## src/rtl/uart_frame_pkg.sv

```systemverilog
// uart_frame_pkg: shared types and defaults for the UART frame parser.
//   state_t          parser state encoding
//   CNT_W            width of the saturating error/drop/timeout counters
//   DEF_*            default parameter values for uart_frame_parser
// Optional feature macro: UART_FRAME_TIMEOUT_EN (adds DEF_TIMEOUT_CLKS).
package uart_frame_pkg;

  localparam int unsigned CNT_W           = 8;
  localparam int unsigned DEF_MAX_PAYLOAD = 16;
  localparam logic [7:0]  DEF_SOF_BYTE    = 8'hA5;
  localparam int unsigned DEF_LEN_W       = 5;
`ifdef UART_FRAME_TIMEOUT_EN
  // Three byte times at 200 MHz / 115200 baud.
  localparam int unsigned DEF_TIMEOUT_CLKS = 52080;
`endif

  typedef enum logic [2:0] {
    ST_IDLE    = 3'd0,
    ST_LEN     = 3'd1,
    ST_PAYLOAD = 3'd2,
    ST_CHK     = 3'd3,
    ST_EMIT    = 3'd4
  } state_t;

endpackage

```

## src/rtl/uart_frame_parser_sat_counter.sv

```systemverilog
// sat_counter: CNT_W-bit event counter that sticks at all-ones.
//   i_Clock  clock (rising edge)
//   i_Reset  synchronous active-high reset, clears the count
//   i_Inc    count one event this cycle
//   o_Count  registered count
module sat_counter
  import uart_frame_pkg::*;
(
  input  logic             i_Clock,
  input  logic             i_Reset,
  input  logic             i_Inc,
  output logic [CNT_W-1:0] o_Count
);

  logic [CNT_W-1:0] r_count;

  // Increment unless already saturated.
  always_ff @(posedge i_Clock) begin
    if (i_Reset) begin
      r_count <= '0;
    end else if (i_Inc && (r_count != {CNT_W{1'b1}})) begin
      r_count <= r_count + CNT_W'(1);
    end
  end

  assign o_Count = r_count;

endmodule

```

## src/rtl/uart_frame_parser.sv

```systemverilog
// uart_frame_parser: assembles SOF/LEN/payload/XOR-checksum frames from a
// UART byte stream and replays good payloads as a valid/ready byte stream.
//   i_Clock, i_Reset        clock, synchronous active-high reset
//   i_Rx_DV, i_Rx_Byte      one-cycle received-byte strobe and byte
//   o_Data_Valid/o_Data     payload beat, o_Data_Last on the final beat
//   i_Data_Ready            downstream accepts the current beat
//   o_Frame_Len             LEN of the frame being emitted
//   o_Err_Checksum_Count    saturating checksum-failure count
//   o_Err_Length_Count      saturating illegal-LEN count
//   o_Drop_Count            saturating count of bytes received while emitting
//   o_Timeout_Count         saturating inter-byte timeout count
// Optional feature macro: UART_FRAME_TIMEOUT_EN enables the inter-byte
// timeout (parameter TIMEOUT_CLKS); without it o_Timeout_Count is 0.
module uart_frame_parser
  import uart_frame_pkg::*;
#(
  parameter int unsigned MAX_PAYLOAD = DEF_MAX_PAYLOAD,
  parameter logic [7:0]  SOF_BYTE    = DEF_SOF_BYTE,
  parameter int unsigned LEN_W       = DEF_LEN_W
`ifdef UART_FRAME_TIMEOUT_EN
  ,
  parameter int unsigned TIMEOUT_CLKS = DEF_TIMEOUT_CLKS
`endif
) (
  input  logic             i_Clock,
  input  logic             i_Reset,
  input  logic             i_Rx_DV,
  input  logic [7:0]       i_Rx_Byte,
  output logic             o_Data_Valid,
  output logic [7:0]       o_Data,
  output logic             o_Data_Last,
  input  logic             i_Data_Ready,
  output logic [LEN_W-1:0] o_Frame_Len,
  output logic [CNT_W-1:0] o_Err_Checksum_Count,
  output logic [CNT_W-1:0] o_Err_Length_Count,
  output logic [CNT_W-1:0] o_Drop_Count,
  output logic [CNT_W-1:0] o_Timeout_Count
);

  localparam int unsigned IDX_W = $clog2(MAX_PAYLOAD);

  state_t           r_state;
  state_t           w_next_state;

  logic [LEN_W-1:0] r_len;
  logic [LEN_W-1:0] r_wr_idx;
  logic [LEN_W-1:0] r_rd_idx;
  logic [LEN_W-1:0] r_frame_len;
  logic [7:0]       r_chk;
  logic [7:0]       r_data;
  logic             r_data_valid;
  logic             r_data_last;
  logic [7:0]       r_buf [MAX_PAYLOAD];

  logic             w_len_bad;
  logic             w_len_load;
  logic             w_len_err;
  logic             w_pay_wr;
  logic             w_pay_last;
  logic             w_emit_start;
  logic             w_chk_err;
  logic             w_xfer;
  logic             w_drop;
  logic [LEN_W-1:0] w_len_m1;
  logic [LEN_W-1:0] w_rd_next;

`ifdef UART_FRAME_TIMEOUT_EN
  localparam int unsigned TMR_W = $clog2(TIMEOUT_CLKS);

  logic [TMR_W-1:0] r_timer;
  logic             w_timer_active;
  logic             w_timeout;
`endif

  assign w_len_bad = (i_Rx_Byte == 8'd0) || (i_Rx_Byte > 8'(MAX_PAYLOAD));
  assign w_len_m1  = r_len - LEN_W'(1);
  assign w_rd_next = r_rd_idx + LEN_W'(1);
  assign w_xfer    = r_data_valid && i_Data_Ready;

  // State register.
  always_ff @(posedge i_Clock) begin
    if (i_Reset) begin
      r_state <= ST_IDLE;
    end else begin
      r_state <= w_next_state;
    end
  end

  // Next-state decode and datapath strobes.
  always_comb begin
    w_next_state = r_state;
    w_len_load   = 1'b0;
    w_len_err    = 1'b0;
    w_pay_wr     = 1'b0;
    w_pay_last   = 1'b0;
    w_emit_start = 1'b0;
    w_chk_err    = 1'b0;
    w_drop       = 1'b0;

    case (r_state)
      ST_IDLE: begin
        if (i_Rx_DV && (i_Rx_Byte == SOF_BYTE)) begin
          w_next_state = ST_LEN;
        end
      end
      ST_LEN: begin
        // A rejected LEN byte is consumed, never re-examined as SOF.
        if (i_Rx_DV) begin
          if (w_len_bad) begin
            w_len_err    = 1'b1;
            w_next_state = ST_IDLE;
          end else begin
            w_len_load   = 1'b1;
            w_next_state = ST_PAYLOAD;
          end
        end
      end
      ST_PAYLOAD: begin
        if (i_Rx_DV) begin
          w_pay_wr = 1'b1;
          if (r_wr_idx == w_len_m1) begin
            w_pay_last   = 1'b1;
            w_next_state = ST_CHK;
          end
        end
      end
      ST_CHK: begin
        if (i_Rx_DV) begin
          if (i_Rx_Byte == r_chk) begin
            w_emit_start = 1'b1;
            w_next_state = ST_EMIT;
          end else begin
            w_chk_err    = 1'b1;
            w_next_state = ST_IDLE;
          end
        end
      end
      ST_EMIT: begin
        // No buffering behind the emitting frame: every arrival is dropped.
        w_drop = i_Rx_DV;
        if (w_xfer && r_data_last) begin
          w_next_state = ST_IDLE;
        end
      end
      default: begin
        w_next_state = ST_IDLE;
      end
    endcase

`ifdef UART_FRAME_TIMEOUT_EN
    // Expiry only fires on a byteless cycle, so no strobe above is active.
    if (w_timeout) begin
      w_next_state = ST_IDLE;
    end
`endif
  end

  // Length/checksum capture and registered output beat.
  always_ff @(posedge i_Clock) begin
    if (i_Reset) begin
      r_len        <= '0;
      r_wr_idx     <= '0;
      r_rd_idx     <= '0;
      r_frame_len  <= '0;
      r_chk        <= '0;
      r_data       <= '0;
      r_data_valid <= 1'b0;
      r_data_last  <= 1'b0;
    end else begin
      if (w_len_load) begin
        r_len    <= LEN_W'(i_Rx_Byte);
        r_chk    <= i_Rx_Byte;
        r_wr_idx <= '0;
      end
      if (w_pay_wr) begin
        r_chk    <= r_chk ^ i_Rx_Byte;
        r_wr_idx <= w_pay_last ? '0 : (r_wr_idx + LEN_W'(1));
      end
      if (w_emit_start) begin
        r_data_valid <= 1'b1;
        r_data       <= r_buf[0];
        r_data_last  <= (r_len == LEN_W'(1));
        r_frame_len  <= r_len;
        r_rd_idx     <= '0;
      end else if (w_xfer) begin
        if (r_data_last) begin
          r_data_valid <= 1'b0;
        end else begin
          // Prefetch the next beat so outputs stay registered.
          r_rd_idx    <= w_rd_next;
          r_data      <= r_buf[IDX_W'(w_rd_next)];
          r_data_last <= (w_rd_next == w_len_m1);
        end
      end
    end
  end

  // Payload buffer; contents are don't-care across reset.
  always_ff @(posedge i_Clock) begin
    if (w_pay_wr) begin
      r_buf[IDX_W'(r_wr_idx)] <= i_Rx_Byte;
    end
  end

  assign o_Data_Valid = r_data_valid;
  assign o_Data       = r_data;
  assign o_Data_Last  = r_data_last;
  assign o_Frame_Len  = r_frame_len;

  sat_counter u_chk_cnt (
    .i_Clock (i_Clock),
    .i_Reset (i_Reset),
    .i_Inc   (w_chk_err),
    .o_Count (o_Err_Checksum_Count)
  );

  sat_counter u_len_cnt (
    .i_Clock (i_Clock),
    .i_Reset (i_Reset),
    .i_Inc   (w_len_err),
    .o_Count (o_Err_Length_Count)
  );

  sat_counter u_drop_cnt (
    .i_Clock (i_Clock),
    .i_Reset (i_Reset),
    .i_Inc   (w_drop),
    .o_Count (o_Drop_Count)
  );

`ifdef UART_FRAME_TIMEOUT_EN
  assign w_timer_active = (r_state == ST_LEN) || (r_state == ST_PAYLOAD) ||
                          (r_state == ST_CHK);
  assign w_timeout      = w_timer_active && !i_Rx_DV &&
                          (r_timer == TMR_W'(TIMEOUT_CLKS - 1));

  // Inter-byte timer: cleared by every byte, held at zero outside the frame.
  always_ff @(posedge i_Clock) begin
    if (i_Reset) begin
      r_timer <= '0;
    end else if (i_Rx_DV || !w_timer_active || w_timeout) begin
      r_timer <= '0;
    end else begin
      r_timer <= r_timer + TMR_W'(1);
    end
  end

  sat_counter u_to_cnt (
    .i_Clock (i_Clock),
    .i_Reset (i_Reset),
    .i_Inc   (w_timeout),
    .o_Count (o_Timeout_Count)
  );
`else
  assign o_Timeout_Count = '0;
`endif

endmodule

```

## config.mk

```make
export PLATFORM = sky130hd
export DESIGN_NAME = uart_frame_parser
export DESIGN_NICKNAME = d
export VERILOG_FILES = /design/src/rtl/uart_frame_pkg.sv /design/src/rtl/uart_frame_parser_sat_counter.sv /design/src/rtl/uart_frame_parser.sv
export SDC_FILE = /design/constraint.sdc
export NUM_CORES = 1
export LEC_CHECK = 0
export BUFFER_PORTS_ARGS = -buffer_cell sky130_fd_sc_hd__buf_2
export CORE_MARGIN = 3
export CORE_UTILIZATION = 50
export CTS_BUF_LIST = sky130_fd_sc_hd__clkbuf_2 sky130_fd_sc_hd__clkbuf_4 sky130_fd_sc_hd__clkbuf_8
export DETAILED_ROUTE_END_ITERATION = 10
export PLACE_DENSITY = 0.68
export SLEW_MARGIN = 20
export SYNTH_ARGS = -nofsm -noshare
export SYNTH_HDL_FRONTEND = slang
export SYNTH_SLANG_ARGS = --single-unit
```

## constraint.sdc

```tcl
create_clock -name i_Clock -period 5.02 [get_ports i_Clock]
set_input_delay 0.753 -clock i_Clock [delete_from_list [all_inputs] [get_ports i_Clock]]
set_output_delay 0.753 -clock i_Clock [all_outputs]
set_load 0.02 [all_outputs]
```

==> metrics.csv, run 1 <==
metric,value,unit
final setup fails,0,
"Req. time, crit path",5350,ps
ANT nets after route,0,
minimum clock period,3030,ps
Worst Setup SP,r_rd_idx[0],
Final Worst Setup Slack,1990,ps
Hold Startpoint,o_Frame_Len[0],
FF-to-FF path depth,8,
first-pass GRT wire length,28500,µm
layout cells sized above 1,20.8,%
io pins,59,
Rel. slew slack,36.3,%
Core ar.,16600,µm²
post-synth cell types,65,
remaining global-route overflow,0,
Vias/cell,5.84,
sequential area share after synthesis,60.5,%
top area cells in the synthesized netlist,"edfxtp_1 45%, dfxtp_1 15%, mux4_2 8.5%",
Mapped Area,8510,µm²
synth cell count leaders,"128 x edfxtp_1, 65 x dfxtp_1, 50 x nor2_1",
"FFs w/ async S/R, synth",0,%
CTS tree,yes,
"EDFF count, synth",128,
GPL Wtd Cong,0.840,
nets,693,
Setup CP Type,flop to flop,
Die H,136,µm
clock-pin transition on the worst setup and hold timing paths,100,ps
clock network power share,35.5,%
cts repair resizes,0,
RSZ-0062 raised after global routing,no,
r2r startpoint,r_rd_idx[0],
Tightest Pin Transition,955,ps
Worst Path Arrival,3360,ps
vias in the first global route,5095,
CP Launch Type,flop,
"flops & latches, synth",193,
gr usage total,20.5,%
switching power,0.601,mW
clock sinks,193,
Routed WL,18000,µm
Clock Path Buffers,2,
Max Clock Skew,11.7,ps
HP Class,flop to flop,
switch share,22.2,%
initial antenna violation count,0,
Lkg Pwr,2.93,nW
Die X,136,µm
detailed-route via count,5281,
Yosys Warn Count,0,
IO buf count,50,
Root Buffer,clkbuf_8,
fmax,330,MHz
hold path cells,2,
area share of the largest cell type after synthesis,45.2,%
logic gate share of total power,2.1,%
fillers,1347,
largest net degree at the start of global routing,67,
PwrDens,293,nW/µm²
row count,47,
FF+latch area,5150,µm²
main flop type after synthesis,edfxtp_1,
H-tree levels,4,
full die area,18600,µm²
outcome,"complete, no violations",
initial drt markers,472,
starting density of the core,51.1,%
"Hold Vio Cnt, Final",0,
router iterations before antenna repair,8,
dpl ws,1950,ps
post-CTS setup buffer count,0,
Fin Setup TNS,0,ps
final slew viol count,0,
multi-input logic area,3100,µm²
Peak supply drop,0.161,mV
Mapped Avg Cell Area,13.4,µm²
Max-Cap Viols,0,
"Power, Total",2.70,mW
most common cell in the synthesized netlist,edfxtp_1,
clock latency on the worst-skew pair,470,ps
"area leader, netlist",edfxtp_1,
Internal Power,2.10,mW
DRC violations left,0,
Final Cycle Share,60.3,%
Synth Instances,633,
sequential share of power,62.5,%
hpwl dp,11800,µm
Num CTS Buffers,17,
Post-CTS Hold Buffers,0,
Area growth syn-to-layout,8.63,%
Wirelength per Cell,19.9,µm
crit path max fanout,36,
Antenna Cells,0,
Critical Path End Type,flop,
metal layers:
layer	wire length [µm]	global-route usage, %
met2	8570	30.6
met5	0	0
met4	305	6.49
met1	8080	29.8
met3	1030	4.92
final timing paths:
check / slack, ps / to
max reg2reg: 1990 / o_Data[0]
min: 480 / o_Frame_Len[0]
max: 1990 / o_Data[0]
min reg2reg: 480 / o_Frame_Len[0]
critical path, cell delays in order (launching register included):
cell and delay, ps:
dfxtp_2 320, buf_4 560, ha_1 350, buf_4 470, mux4_2 420, mux2i_1 170, nor3_1 60, a2111oi_0 390
nor3_1 90
flip-flops by register name, indices dropped and copies added, names as in the netlist:
signal	count
r_state	3
r_buf	128
r_wr_idx	5
r_rd_idx	5
r_len	5
o_Data	8
r_chk	8
u_chk_cnt.o_Count	8
o_Data_Valid	1
o_Frame_Len	5
o_Data_Last	1
u_len_cnt.o_Count	8
u_drop_cnt.o_Count	8
power groups by stage:
stage | registers [mW] | clock network, mW | logic [mW]
2_1_floorplan | 1.73 | 0 | 0.0320
3_3_place_gp | 1.73 | 0 | 0.0539
3_5_place_dp | 1.73 | 0 | 0.0562
4_1_cts | 1.69 | 0.976 | 0.0562
5_1_grt | 1.69 | 1.05 | 0.0615
6_report | 1.69 | 0.960 | 0.0556
stage by stage:
step,area (µm²),util [%],instances,hold WS [ps]
floorplan,8530,-,640,468
global placement,8870,53.3,872,447
detailed placement,8870,53.3,872,462
CTS,9240,55.5,904,480
global route,9240,55.5,904,498
finish,9240,55.5,904,477
kinds of logic after synthesis:
group,Yosys count,synth area share [%]
flip-flops,193,60.5
XOR/XNOR,45,5.37
AND/OR/NAND/NOR,201,12.0
buffers and inverters,56,3.49
adder cells (fa/ha/maj),10,1.47
other,1,0.0441
multiplexers,54,11.1
AO/OA/AOI/OAI,73,6.05
cell usage in the layout, fill, tap and decap left out, drive strengths merged, types with 4 or more instances in the layout:
cell	count
a2111oi	13
a21oi	27
a31oi	5
and3	4
buf	59
clkbuf	18
clkinvlp	4
conb	8
dfxtp	65
edfxtp	128
ha	10
inv	15
mux2i	19
mux4	32
nand2	48
nand2b	4
nand3	14
nand4	11
nor2	50
nor3	42
nor4	5
o21ai	9
o31ai	4
or4	4
xnor2	29
xor2	14
cell type report:
class,instances,share of cell area [%]
repair buffers,59,3.44
flip-flops and latches,193,55.7
inverters,9,0.366
multi-input cells,391,33.5
well taps,220,2.98
clock buffers,18,2.61
clock inverters,14,1.39
(Power assumes the default switching activity.)
==> run 2: changes to the inputs <==
Settings changed: ABC_AREA set to 1.
Clock period 5.02 ns to 2.9 ns, I/O delays scaled along.
==> run 2 against run 1 <==
Largest power group unchanged. Fmax grew 33%. Register-to-register slack worse by 1400 ps. Non-clock buffer count increased by 12. Count of clock-buffer cells in the layout did not move. Flip-flop and latch count unchanged. Setup slack got worse by 1400 ps. Via count rose by 30%. Synthesized cell count up 57%.
==> metrics.csv, run 2 <==
metric,value,unit,change
"Req. time, crit path",3000,ps,-2350 ps
Compound-Gate Fraction of Synth Area,7.50,%,+1.5 points
final slew viol count,0,,unchanged
area share of the largest cell type after synthesis,42.9,%,-2.3 points
IO buf count,50,,unchanged
full die area,19600,µm²,+5.1%
Max-Cap Viols,0,,unchanged
"Hold Vio Cnt, Final",0,,unchanged
Core ar.,17400,µm²,+4.7%
post-CTS setup buffer count,0,,unchanged
largest net degree at the start of global routing,75,,+12%
Root Buffer,clkbuf_8,,
HP Class,input port to flop,,
vias in the first global route,6252,,+23%
router iterations before antenna repair,9,,+1
Critical Path End Type,flop,,
Lkg Pwr,3.79,nW,+29%
row count,48,,+2.1%
top area cells in the synthesized netlist,"edfxtp_1 43%, dfxtp_1 15%, nand2_1 11%",,
io pins,59,,unchanged
Fin Setup TNS,0,ps,unchanged
Rel. slew slack,48.7,%,+12 points
nets,1068,,+54%
clock-pin transition on the worst setup and hold timing paths,100,ps,about the same
DP Area,9420,µm²,+6.1%
CTS tree,yes,,
initial drt markers,651,,+38%
cts repair resizes,0,,unchanged
crit path max fanout,13,,-64%
post-synth cell types,40,,-38%
GPL Wtd Cong,0.875,,+4.2%
final setup fails,0,,unchanged
remaining global-route overflow,0,,unchanged
Die H,140,µm,+2.5%
cell area after layout,9820,µm²,+6.2%
CP Launch Type,flop,,
Post-CTS Hold Buffers,0,,unchanged
Max Clock Skew,12.2,ps,+0.440 ps
"non-filler cells, final",1284,,+42%
Yosys Warn Count,0,,unchanged
r2r startpoint,r_state[1],,
adder-cell area share of the yosys netlist,1.40,%,-0.074 points
Routed WL,20600,µm,+14%
clock sinks,193,,unchanged
largest family of logic cells by synthesized area,simple AND/OR/NAND/NOR gates,,
Final Cycle Share,78.3,%,+18 points
sequential area share after synthesis,57.4,%,-3.0 points
most common cell in the synthesized netlist,nand2_1,,
gr usage total,21.2,%,+0.72 points
max FFs per register,128,,unchanged
DRC violations left,0,,unchanged
main flop type after synthesis,edfxtp_1,,
H-tree levels,4,,unchanged
outcome,"complete, no violations",,
Hold Startpoint,i_Rx_Byte[6],,
Die X,140,µm,+2.5%
RSZ-0062 raised after global routing,no,,
Worst Path Arrival,2370,ps,-990 ps
layout cells sized above 1,13.1,%,-7.6 points
fmax,440,MHz,+33%
Antenna Cells,0,,unchanged
# placed instances,1252,,+44%
initial antenna violation count,0,,unchanged
starting density of the core,51.4,%,+0.31 points
detailed-route via count,6853,,+30%
ANT nets after route,0,,unchanged
"FFs w/ async S/R, synth",0,%,unchanged
mux contribution to synthesized area,0,%,-11 points
Biggest register,r_buf,,
Vias/cell,5.34,,-8.6%
"EDFF count, synth",128,,unchanged
Peak supply drop,0.305,mV,+89%
first-pass GRT wire length,32700,µm,+15%
"area leader, netlist",edfxtp_1,,
"Power, Total",4.81,mW,+78%
minimum clock period,2270,ps,-757 ps
simple-gate share of the synthesized area,25.2,%,+13 points
Setup CP Type,flop to flop,,
PwrDens,490,nW/µm²,+67%
clock latency on the worst-skew pair,470,ps,about the same
most frequent cells in the layout,"274 x nand2_1, 128 x edfxtp_1, 98 x nor2_1",,
Num CTS Buffers,17,,unchanged
hpwl dp,13800,µm,+18%
Synth Instances,992,,+57%
Mapped Avg Cell Area,9.03,µm²,-33%
synth cell count leaders,"274 x nand2_1, 128 x edfxtp_1, 98 x nor2_1",,
Worst Setup SP,r_state[1],,
Tightest Pin Transition,770,ps,-185 ps
"flops & latches, synth",193,,unchanged
Clock Path Buffers,2,,unchanged
Area growth syn-to-layout,9.58,%,
"commonest non-fill, non-tap cell in the layout",nand2_1,,
post-synthesis xor/xnor area fraction,1.77,%,-3.6 points
Wirelength per Cell,16.0,µm,-19%
Mapped Area,8960,µm²,+5.3%
-- run 2: changes by cell type after synthesis, moves of 48 or more --
cell	previous run	this run
nand2_1	48	274
inv_1	9	77
nor2_1	50	98
nand3_1	13	93
o21ai_0	3	51
-- run 2: path summary, 6_finish.rpt --
kind | endpoint | slack, ps | cells after the start
min reg2reg | o_Frame_Len[1] | 450 | 2
min | r_buf[7][6] | 330 | 1
max | r_buf[5][0] | 630 | 6
max reg2reg | r_buf[5][0] | 630 | 6
-- run 2: report_power, final --
part | switching [mW] | internal [mW]
clock | 0.983 | 0.791
combinational | 0.0887 | 0.0195
sequential | 0.000238 | 2.92
-- run 2: area by class of cell --
type	instances	area, µm²
clock inverters	14	159
clock buffers	18	241
repair buffers	71	408
fillers	1589	7600
multi-input cells	675	3240
flip-flops and latches	193	5150
well taps	225	282
inverters	88	338
-- run 2: logic make-up after synthesis --
kind of cell	Yosys count
simple gates	515
flops	193
buf+inv	131
compound gates	126
xor+xnor	16
fa+ha+maj	10
other cells	1
-- run 2: routing by layer --
metal	up-vias	GRT usage [%]	wire (µm)
met1	3257	29.4	9070
met3	23	5.15	1480
li1	3396	-	-
met5	-	0	0
met4	0	5.35	286
met2	177	33.8	9730
-- run 2: critical path, stage by stage, from the launching register on --
cell	delay (ps)
dfxtp_1	430
inv_1	90
nor2_1	150
nand2_1	90
inv_1	350
nand2_1	190
nor2_1	610
-- run 2: per-stage QoR --
stage	hold slack, ps	worst slack (ps)	utilization [%]
after global placement	439	758	54.1
final	328	629	56.4
after detailed placement	439	665	54.1
after CTS	306	646	56.4
after floorplan	453	1070	-
after global routing	300	439	56.4
